==> src/rtl/arb_mux_if.sv <==
// arb_mux_if: handshake/data bundle between the requesting channels and the
// arbitrated multiplexer.
//   req      [CH]     request per channel (bit i = channel i)
//   data_in  [CH*n]   channel i data at [i*n +: n]
//   done     [1]      shared resource finished the current transaction
//   grant    [CH]     one-hot registered grant
//   sel      [SW]     registered index of the granted channel
//   valid    [1]      a grant is active (|grant)
//   data_out [n]      granted channel's data, zero when nothing is granted
// master: channel/resource side. slave: the arbiter.
interface arb_mux_if #(
    parameter int n  = 32,
    parameter int CH = 4
);
    localparam int SW = (CH > 1) ? $clog2(CH) : 1;

    logic [CH-1:0]   req;
    logic [CH*n-1:0] data_in;
    logic            done;
    logic [CH-1:0]   grant;
    logic [SW-1:0]   sel;
    logic            valid;
    logic [n-1:0]    data_out;

    modport master (
        output req, data_in, done,
        input  grant, sel, valid, data_out
    );

    modport slave (
        input  req, data_in, done,
        output grant, sel, valid, data_out
    );
endinterface

==> src/rtl/arb_mux.sv <==
// arb_mux: CH-channel arbitrated multiplexer in front of one shared resource.
// A registered one-hot grant is chosen (round-robin or fixed priority) and
// held until the resource pulses done or the granted channel drops its
// request; data_out carries the granted channel's data.
//
// Ports:
//   clk  rising-edge clock
//   rst  asynchronous reset, active-high
//   bus  arb_mux_if.slave (req, data_in, done in; grant, sel, valid, data_out out)
//
// Parameters: n (data width), CH (channels, >=1), MODE (0 round-robin,
// 1 fixed priority, lowest index wins).
//
// Optional feature ARB_MUX_B2B_EN: when defined, a release edge re-arbitrates
// immediately and loads the next grant on the same edge (no IDLE bubble).
// When undefined, every release passes through IDLE for at least one cycle.
module arb_mux #(
    parameter int n    = 32,
    parameter int CH   = 4,
    parameter int MODE = 0
) (
    input  logic     clk,
    input  logic     rst,
    arb_mux_if.slave bus
);
    localparam int SW = (CH > 1) ? $clog2(CH) : 1;

    typedef enum logic {IDLE, BUSY} state_t;

    state_t              state;
    logic [CH-1:0]       grant_q;
    logic [SW-1:0]       sel_q;
    logic [SW-1:0]       ptr_q;

    logic [CH-1:0][n-1:0] din_v;
    logic                 req_sel;
    logic                 rel;
    logic [SW-1:0]        ptr_post;
    logic [SW-1:0]        base;
    logic                 win_any;
    logic [SW-1:0]        win_idx;
    logic [CH-1:0]        win_oh;
    logic [n-1:0]         dout;
    int                   idx;

    assign din_v = bus.data_in;

    // Request line of the currently granted channel (abort detection).
    always_comb begin
        req_sel = 1'b0;
        for (int i = 0; i < CH; i++) begin
            if (sel_q == SW'(i)) req_sel = bus.req[i];
        end
    end

    assign rel = (state == BUSY) && (bus.done || !req_sel);

    // Pointer value after a release: one past the released channel, wrapping.
    // Fixed priority never uses the pointer, so it stays at zero.
    always_comb begin
        if (MODE != 0 || int'(sel_q) >= CH - 1) ptr_post = '0;
        else                                    ptr_post = sel_q + SW'(1);
    end

    // While BUSY the only arbitration that can take effect is the back-to-back
    // one at a release edge, which must search from the post-release pointer.
    assign base = (state == BUSY) ? ptr_post : ptr_q;

    // Winner search: walk the channels in priority order starting at base
    // (round-robin) or at 0 (fixed priority); the first requester wins.
    always_comb begin
        win_any = 1'b0;
        win_idx = '0;
        idx     = 0;
        for (int k = 0; k < CH; k++) begin
            idx = (MODE != 0) ? k : int'(base) + k;
            if (idx >= CH) idx = idx - CH;
            for (int j = 0; j < CH; j++) begin
                if (!win_any && j == idx && bus.req[j]) begin
                    win_any = 1'b1;
                    win_idx = SW'(j);
                end
            end
        end
    end

    always_comb begin
        win_oh = '0;
        for (int j = 0; j < CH; j++) begin
            if (win_idx == SW'(j)) win_oh[j] = 1'b1;
        end
    end

    always_ff @(posedge clk or posedge rst) begin
        if (rst) begin
            state   <= IDLE;
            grant_q <= '0;
            sel_q   <= '0;
            ptr_q   <= '0;
        end else begin
            case (state)
                IDLE: begin
                    // done is meaningless here and deliberately not looked at.
                    if (win_any) begin
                        grant_q <= win_oh;
                        sel_q   <= win_idx;
                        state   <= BUSY;
                    end
                end
                BUSY: begin
                    // Grant is frozen until release; done and abort together
                    // still count as a single release.
                    if (rel) begin
                        ptr_q <= ptr_post;
`ifdef ARB_MUX_B2B_EN
                        if (win_any) begin
                            grant_q <= win_oh;
                            sel_q   <= win_idx;
                        end else begin
                            grant_q <= '0;
                            state   <= IDLE;
                        end
`else
                        grant_q <= '0;
                        state   <= IDLE;
`endif
                    end
                end
                default: begin
                    grant_q <= '0;
                    state   <= IDLE;
                end
            endcase
        end
    end

    // Output mux; forced to zero whenever nothing is granted.
    always_comb begin
        dout = '0;
        if (|grant_q) begin
            for (int i = 0; i < CH; i++) begin
                if (sel_q == SW'(i)) dout = din_v[i];
            end
        end
    end

    assign bus.grant    = grant_q;
    assign bus.sel      = sel_q;
    assign bus.valid    = |grant_q;
    assign bus.data_out = dout;
endmodule
==> src/flat_wrapper.sv <==
// flat-port wrapper written by rule: the top's interface ports become plain ports
module arb_mux_flat 
#(
    parameter int n    = 32,
    parameter int CH   = 4,
    parameter int MODE = 0
)
  (clk, rst, bus_req, bus_data_in, bus_done, bus_grant, bus_sel, bus_valid, bus_data_out);
  arb_mux_if #(.n(n), .CH(CH)) bus_i ();
  input  logic clk;
  input  logic rst;
  input wire logic [$bits(bus_i.req)-1:0] bus_req;
  input wire logic [$bits(bus_i.data_in)-1:0] bus_data_in;
  input wire logic [$bits(bus_i.done)-1:0] bus_done;
  output wire logic [$bits(bus_i.grant)-1:0] bus_grant;
  output wire logic [$bits(bus_i.sel)-1:0] bus_sel;
  output wire logic [$bits(bus_i.valid)-1:0] bus_valid;
  output wire logic [$bits(bus_i.data_out)-1:0] bus_data_out;
  assign bus_i.req = bus_req;
  assign bus_i.data_in = bus_data_in;
  assign bus_i.done = bus_done;
  assign bus_grant = bus_i.grant;
  assign bus_sel = bus_i.sel;
  assign bus_valid = bus_i.valid;
  assign bus_data_out = bus_i.data_out;
  arb_mux #(.n(n), .CH(CH), .MODE(MODE)) u_core (.clk(clk), .rst(rst), .bus(bus_i));
endmodule
==> config.mk <==
export PLATFORM = sky130hd
export DESIGN_NAME = arb_mux_flat
export DESIGN_NICKNAME = d
export VERILOG_FILES = /design/src/rtl/arb_mux_if.sv /design/src/rtl/arb_mux.sv /design/src/flat_wrapper.sv
export SDC_FILE = /design/constraint.sdc
export NUM_CORES = 1
export LEC_CHECK = 0
export CAP_MARGIN = 15
export CORE_UTILIZATION = 30
export CTS_CLUSTER_DIAMETER = 120
export DETAILED_ROUTE_END_ITERATION = 6
export GPL_TIMING_DRIVEN = 0
export PLACE_DENSITY = 0.85
export SETUP_SLACK_MARGIN = 0.05
export SKIP_CTS_REPAIR_TIMING = 1
export SYNTH_ARGS = -nofsm -noshare
export SYNTH_HDL_FRONTEND = slang
export SYNTH_SLANG_ARGS = --single-unit
==> constraint.sdc <==
create_clock -name clk -period 2.4 [get_ports clk]
set_input_delay 0.24 -clock clk [delete_from_list [all_inputs] [get_ports clk]]
set_output_delay 0.24 -clock clk [all_outputs]
set_load 0.1 [all_outputs]
Word-level counts from Yosys, hierarchy flattened. Index checks and enable logic that the tools add are counted.

Add/sub/neg operators: 8. Order comparisons: 5. Eq/ne operators: 20. Mux-type cells: 56. Bitwise gates (word level): 1. Reduce and logical (&&, ||, !) cells: 59.

Operators with widths (number): $mux W32 (9); $eq A3 B32 Y1 const A (8); $eq A2 B32 Y1 const A (4); $logic_not A32 Y1 (4); $ge A32 B4 Y1 const B (3); $sub A32 B4 Y32 const B (3); $logic_and A1 B1 Y1 (32); $mux W2 (16); $mux W1 (27); $logic_not A1 Y1 (16); $eq A2 B2 Y1 const B (4); $mux W4 (2); $pmux W4 S2 (1); $add A2 B2 Y3 const B (2); $reduce_and A2 Y1 (3); $eq A2 B1 Y1 const B (2); $logic_not A2 Y1 (2); $reduce_or A4 Y1 (1); $sub A2 B3 Y4 const B (1); $add A2 B1 Y3 const B (1); $ge A2 B3 Y1 const B (1); $add A2 B1 Y2 const B (1); $ge A2 B2 Y1 const B (1); $ne A2 B1 Y1 const B (1); 4 further kinds (4).

Register bits after elaboration: 9. Output and inout port bits: 39.

Logic depth before layout (Yosys ltp). Gate-level depths: netlist (run 1).

Word-level depth: 72. Gate-level depth with buffers: 9. Gate-level depth less buffers: 7.

Least setup slack after synthesis (run 1). Ideal clock, no wire load.

Path kind: register -> output. From: reg u_core.sel_q[0] (netlist: u_core.bus.sel[0]). To: out bus_data_out[6]. Arrival: 3.527 ns. Path slack: -1.367 ns. Cell stages (with the launch flop): 7. Buffers on the path: 2. Path through: dfrtp_1 inv_1 ha_1 buf_2 clkbuf_1 a211o_1 a21oi_1.

Longest elaborated chain between the ends: 6. Elaborated cells on any way between the ends: 9.

RTL lines: start: declaration (RTL line arb_mux.sv:32) `logic [SW-1:0] sel_q;`; start signal: assignment (RTL line arb_mux.sv:106) `sel_q <= win_idx;`; $logic_not A2 Y1 (RTL line arb_mux.sv:142) `if (sel_q == SW'(i)) dout = din_v[i];`; $mux W32 (3 in series) (RTL line arb_mux.sv:142); $mux W32 (*) (RTL line arb_mux.sv:142); $mux W32 (*) (RTL line arb_mux.sv:140) `if (|grant_q) begin`; end: declaration (RTL line flat_wrapper.sv:18) `output wire logic [$bits(bus_i.data_out)-1:0] bus_data_out;`.

Mark *: on every way between the ends. The rest lies on a longest branch, timed or not.

Worst setup path after layout (run 1).
From: reg u_core.sel_q[1] (netlist: u_core.bus.sel[1]). To: out bus_data_out[1].

The elaborated chain is that of the path after synthesis.

==> out/results.env, run 1 <==
FIRST_GLOBAL_VIAS=2624
DETAILROUTE.VIA_COUNT=2817
FINAL_ANTENNA_NET_COUNT=0
DETAILEDROUTE.FIRSTPASSITERATIONCOUNT=4
TIMING_MAX_TRANSITION_VIOLATIONS_FINAL=0
FLOORPLAN.CORE_AREA_UM2=5270
SYNTH.CELL_AREA_UM2=1694
FINAL.SETUP_SKEW_PS=3.305
WORST-PATH-BUF-INV=4
WL_MET1_MM=3.669
FINAL.PERIOD_UTILIZATION_PCT=105.5
WORSTPATHARRIVAL_PS=2290
WIRELENGTH_MM=9.860
SLOWEST_STAGE='sky130_fd_sc_hd__dfrtp_4'
CTS.SINKS=9
DETAIL_ROUTE.DRC_VIOLATIONS=0
CLOCK_TREE.HTREE_LEVEL_COUNT=1
REPORT.FINAL.HOLD_VIOL_COUNT=0
WORST_PATH_DOMINANT_CELL_FAMILY='compound AO/OA/AOI/OAI gates'
TIMING.HOLD.WORST.CLASS='in -> async'
PLACE.PORT_BUFFERS=173
CRIT_PATH_MAX_INCR_DELAY_PS=500
GRT_MAX_DEGREE=11
SYN_NETS=389
SETUP.WORST_PATH.END_CLASS='output pin'
CRITPATHMAXFANOUT=10
WL_MET3_UM=597
FINAL_TOTAL_NEGATIVE_SETUP_SLACK_PS=-345.5
LAYOUT-DRIVE-GT1-SHARE_PCT=36.93
STARTPOINT_TYPE='register'
MAXCLOCKFREQUENCY_MHz=395.0
GRTUSAGETOTAL_PCT=27.68
MAX_SLEW_MARGIN_PCT=34.82
INITIAL_CORE_UTIL_PCT=32.15
DETAILEDPLACEMENTHPWL_MM=6.753
DRTITER0DRC=89
RUN_STATUS='finished, violations left'
ROUTED_WIRE_LENGTH_PER_INSTANCE_UM=19.49
INSERTEDDIODECOUNT=0
CLOCK-ROOT-BUFFER='sky130_fd_sc_hd__clkbuf_8'
SYNTHTOLAYOUTAREAGROWTH_PCT=163.1
VIA_PER_INST=5.567
YOSYS_WARNINGS=0
FLOORPLAN.DIE_AREA_UM2=5951
SETUP_VIOL=10
PLACE.GP.CONGESTION=0.8800
CP_CELL_SEQUENCE='inv_4 > ha_4 > buf_6 > nor2b_4 > buf_6 > a221oi_1 > nor3_1 > a21oi_1 > nor2_4 > buf_8'
FAILING_CHECKS='setup timing'
WORST_EP_REQUIRED_TIME_PS=2160
SYNTH_SEQUENTIAL_AREA_RATIO_PCT=13.29
CLKTRANSATPATHREGS_PS=50
SYN_INST=250
MET2_WIRELENGTH_MM=5.158
MAX_CAP_VIOLATIONS=0
SYN_AVG_CELL_AREA_UM2=6.777
NUMPLACEDINSTANCES=493
NUM-NETS-FINAL=576
ANTENNA_FOUND_INITIAL=0
TOP_LEVEL_PINS=174
GRT_PASS1_WL_MM=13.34
FILLERS=285
YS_TYPES=37
GLOBALROUTE.TOTALOVERFLOW=0
CHIPWIDTH_UM=77.15
TIMING.SETUP.CRITICAL_PATH_CLASS='reg -> out'
DIE_HEIGHT_UM=77.15
MAXIMUM_CLOCK_INSERTION_BUFFER_COUNT=2
SYNTH_SEQ_CELLS=9
CTS_BUFFERS=3
INSERTION_DELAY_PS=240
POSTLAYOUTSETUPSLACKWORST_PS=-131.8
TOP_LAYER='met4'
TRITONCTS_CLOCK_TREE='done'
CRITICAL_PATH.MOST_COMMON_CELL='sky130_fd_sc_hd__buf_6'
POST_ROUTE_NON_FILLER_STANDARD_CELL_COUNT=506
WORST-SLEW-PIN-TRANSITION_PS=974.7
RSZ0062_AT_GRT='yes'
FINAL.MIN_CLOCK_PERIOD_PS=2532
ROW_CNT=26
stage by stage:
step	setup slack, ps	hold WS (ps)	cell area, um^2	util [%]
2_1_floorplan	29.29	67.69	2007	-
3_3_place_gp	-821.1	502.6	3826	72.60
3_5_place_dp	-807.2	524.7	3826	72.60
4_1_cts	-1072	287.1	3871	73.46
5_1_grt	-216.3	323.8	4458	84.59
6_report	-131.8	268.5	4458	84.59
cells in the final DEF, fill, tap and decap left out, drive strengths merged, types with 2 or more instances in the layout:
master         instances
a221oi                31
nand2                  6
nor2                  41
o211ai                 2
a32o                   2
dfrtp                  9
nor2b                 32
clkbuf                15
ha                     4
nor3                  31
buf                   55
inv                    9
o32ai                  2
mux2                   2
mux2i                  4
clkdlybuf4s50        140
a21oi                 35
area by class of cell:
type,instances,area [um^2],share of cell area (%)
sequential,9,237.7,5.333
buffer,25,203.9,4.575
multi-input combinational,206,1808,40.56
tap,70,87.58,1.965
timing repair buffer,182,2032,45.58
inverter,10,43.79,0.9823
clock buffer,4,45.04,1.010
registers in the layout, summed over array words and instances, names as in the netlist:
register and cells:
u_core.bus.sel 2, u_core.bus.grant 4, u_core.state 1, u_core.ptr_q 2
final timing paths:
path	to	startpoint	cells after the start	slack, ps
min	u_core.ptr_q[0]	rst	2	270
max	bus_data_out[1]	u_core.bus.sel[1]	10	-130
max in group asynchronous	u_core.bus.sel[1]	rst	2	1830
max reg2reg	u_core.bus.grant[2]	u_core.bus.sel[0]	7	350
min in group clk	u_core.ptr_q[0]	u_core.ptr_q[0]	1	540
min reg2reg	u_core.ptr_q[0]	u_core.ptr_q[0]	1	540
cells in the mapped netlist, drive strengths merged:
library cell | n | area [um^2]
nand4 | 1 | 6.260
nor2 | 41 | 166.4
o21bai | 1 | 11.26
o32ai | 2 | 25.03
a221o | 1 | 10.01
nand3b | 1 | 7.510
buf | 8 | 50.05
a21o | 1 | 7.510
nor2b | 32 | 200.2
a32o | 2 | 20.02
o211ai | 2 | 15.01
clkbuf | 17 | 63.81
nand2 | 6 | 22.52
dfrtp | 9 | 225.2
nor4 | 1 | 12.51
ha | 4 | 50.05
a211o | 1 | 8.760
o22ai | 1 | 6.260
nand3 | 1 | 5.000
inv | 10 | 37.54
mux2i | 4 | 52.55
o21ai | 1 | 5.000
or4 | 1 | 11.26
nor3b | 1 | 12.51
a21oi | 35 | 178.9
nor3 | 31 | 155.2
a221oi | 31 | 271.5
o2111a | 1 | 11.26
o2111ai | 1 | 15.01
mux2 | 2 | 30.03
metal layers:
| metal | vias up | GRT usage [%] |
|---|---|---|
| li1 | 1307 | - |
| met1 | 1318 | 32.19 |
| met2 | 152 | 51.59 |
| met3 | 40 | 4.881 |
| met4 | 0 | 6.604 |
| met5 | - | 0 |
cell families after synthesis:
logic type	count (synthesis)	synth area share, %
DFF	9	13.29
AOI/OAI and AO/OA	80	34.56
and+or+nand+nor	116	35.38
muxes	6	4.874
adders and majority gates	4	2.954
buffers and inverters	35	8.937
Power of run 1 is left out: the tool's default activity adds up to more than one toggle a clock period on the data nets, which glitch-free logic cannot reach.
==> run 2, diff against run 1 <==
- HOLD_SLACK_MARGIN: default -> 0.06
- clock period: 2.4 -> 2.85 ns (I/O delays scaled with it)
==> out/results.env, run 2 (synthesis gave the netlist of run 1 again) <==
PLACED_AREA_UM2=3751
WIRELENGTH_MM=8.569
INSERTION_DELAY_PS=240
INSERTEDDIODECOUNT=0
MAX_CAP_VIOLATIONS=0
GLOBALROUTE.TOTALOVERFLOW=0
LARGEST_REGISTER_FFS=4
DETAIL_ROUTE.DRC_VIOLATIONS=0
POST_ROUTE_NON_FILLER_STANDARD_CELL_COUNT=497
SETUP.WORST_PATH.END_CLASS='output pin'
MET1_USAGE_PCT=31.69
VIA_PER_INST=5.376
REPORT.FINAL.HOLD_VIOL_COUNT=0
DETAILEDROUTE.FIRSTPASSITERATIONCOUNT=4
CLOCK_TREE.HTREE_LEVEL_COUNT=1
CP_CELL_SEQUENCE='inv_1 > ha_1 > buf_6 > clkbuf_1 > a221oi_1 > nor3_1 > a21oi_1 > nor2_4 > buf_2'
PLACE.PORT_BUFFERS=173
MOSTFREQUENTLAYOUTCELLS='sky130_fd_sc_hd__clkdlybuf4s50_1, sky130_fd_sc_hd__a21oi_1'
CLOCK-ROOT-BUFFER='sky130_fd_sc_hd__clkbuf_8'
ANTENNA_FOUND_INITIAL=0
WORSTPATHARRIVAL_PS=2390
GRT_MAX_DEGREE=11
FINAL.HOLD.WORST_SLACK_PS=298.5
FINAL.MIN_CLOCK_PERIOD_PS=2672
DIE_HEIGHT_UM=77.15
CRITPATHMAXFANOUT=10
FINAL_TOTAL_NEGATIVE_SETUP_SLACK_PS=0
TIMING_MAX_TRANSITION_VIOLATIONS_FINAL=0
MAXCLOCKFREQUENCY_MHz=374.3
FINAL_ANTENNA_NET_COUNT=0
WORST_PATH_DOMINANT_CELL_FAMILY='buffers and inverters'
LAYOUT-DRIVE-GT1-SHARE_PCT=23.89
FINAL.SETUP_SKEW_PS=0.6236
FINISH.INSTANCE_AREA_UM2=3735
USE_MET3_PCT=6.310
SETUP_VIOL=0
CLKTRANSATPATHREGS_PS=50
FINAL.PERIOD_UTILIZATION_PCT=93.75
SYNTHTOLAYOUTAREAGROWTH_PCT=120.5
GRT_MET2_USE_PCT=47.70
TIMING.HOLD.WORST.CLASS='in -> async'
GRTUSAGETOTAL_PCT=27.45
NUM-NETS-FINAL=567
MAXIMUM_CLOCK_INSERTION_BUFFER_COUNT=2
WORST-PATH-BUF-INV=4
TOP_LEVEL_PINS=174
WORST-SLEW-PIN-TRANSITION_PS=984.3
DETAILEDPLACEMENTHPWL_MM=6.849
RUN_STATUS='completed'
DETAILROUTE.VIA_COUNT=2672
PLACE.GP.CONGESTION=0.8711
ROW_CNT=26
WORST_EP_REQUIRED_TIME_PS=2570
SLOWEST_STAGE='sky130_fd_sc_hd__dfrtp_2'
CHIPWIDTH_UM=77.15
CTS_BUFFERS=3
NUMPLACEDINSTANCES=493
ROUTED_WIRE_LENGTH_PER_INSTANCE_UM=17.24
MAX_SLEW_MARGIN_PCT=34.17
DRTITER0DRC=106
GRT-BUSIEST-LAYER='met2'
FLOORPLAN.CORE_AREA_UM2=5270
TRITONCTS_CLOCK_TREE='done'
FIRST_GLOBAL_VIAS=2563
FLOORPLAN.DIE_AREA_UM2=5951
INITIAL_CORE_UTIL_PCT=32.15
RSZ0062_AT_GRT='no'
CTS.SINKS=9
MOSTFREQUENTLAYOUTCELL='sky130_fd_sc_hd__clkdlybuf4s50_1'
GRT_PASS1_WL_MM=13.10
CRIT_PATH_MAX_INCR_DELAY_PS=430
STARTPOINT_TYPE='register'
TIMING.SETUP.CRITICAL_PATH_CLASS='reg -> out'
run 2: layout make-up:
class	instances	area [um^2]
Multi-Input combinational cell	206	1560
Clock buffer	4	45.04
Sequential cell	9	227.7
Timing Repair Buffer	173	1647
Inverter	10	37.54
Buffer	25	130.1
Tap cell	70	87.58
Fill cell	472	1535
run 2: metal layers:
| metal | vias up | share of wire (%) | wire [um] |
|---|---|---|---|
| met5 | - | 0 | 0 |
| met4 | 0 | 3.9 | 335 |
| met3 | 27 | 7.5 | 646 |
| met2 | 132 | 49 | 4194 |
| met1 | 1226 | 40 | 3392 |
| li1 | 1287 | - | - |
run 2: path summary, 6_finish.rpt:
| path | startpoint | endpoint | slack [ps] | depth (start not counted) |
|---|---|---|---|---|
| worst min-delay path | rst | u_core.bus.grant[1] | 300 | 2 |
| worst min register to register | u_core.ptr_q[0] | u_core.ptr_q[0] | 530 | 1 |
| worst max-delay path | u_core.bus.sel[1] | bus_data_out[12] | 180 | 9 |
| min in group clk | u_core.ptr_q[0] | u_core.ptr_q[0] | 530 | 1 |
| worst max register to register | u_core.bus.sel[1] | u_core.ptr_q[0] | 850 | 8 |
| max in group asynchronous | rst | u_core.bus.sel[0] | 2290 | 2 |
run 2: through the flow:
stage	util, %	setup slack (ps)
detailed placement	71.18	-442.9
global route	70.87	50.10
finish	70.87	178.1
CTS	72.03	-699.8
global placement	71.18	-451.6
floorplan	-	-25.83
run 2: worst reg2reg max path, stage by stage, from the launching register on:
cell,delay [ps]
sky130_fd_sc_hd__dfrtp_2,390
sky130_fd_sc_hd__inv_1,90
sky130_fd_sc_hd__ha_1,190
sky130_fd_sc_hd__buf_6,140
sky130_fd_sc_hd__nand3b_1,150
sky130_fd_sc_hd__a221o_1,310
sky130_fd_sc_hd__a21oi_2,210
sky130_fd_sc_hd__nor2_2,90
sky130_fd_sc_hd__mux2_4,310
Power of run 2 is left out for the same reason.
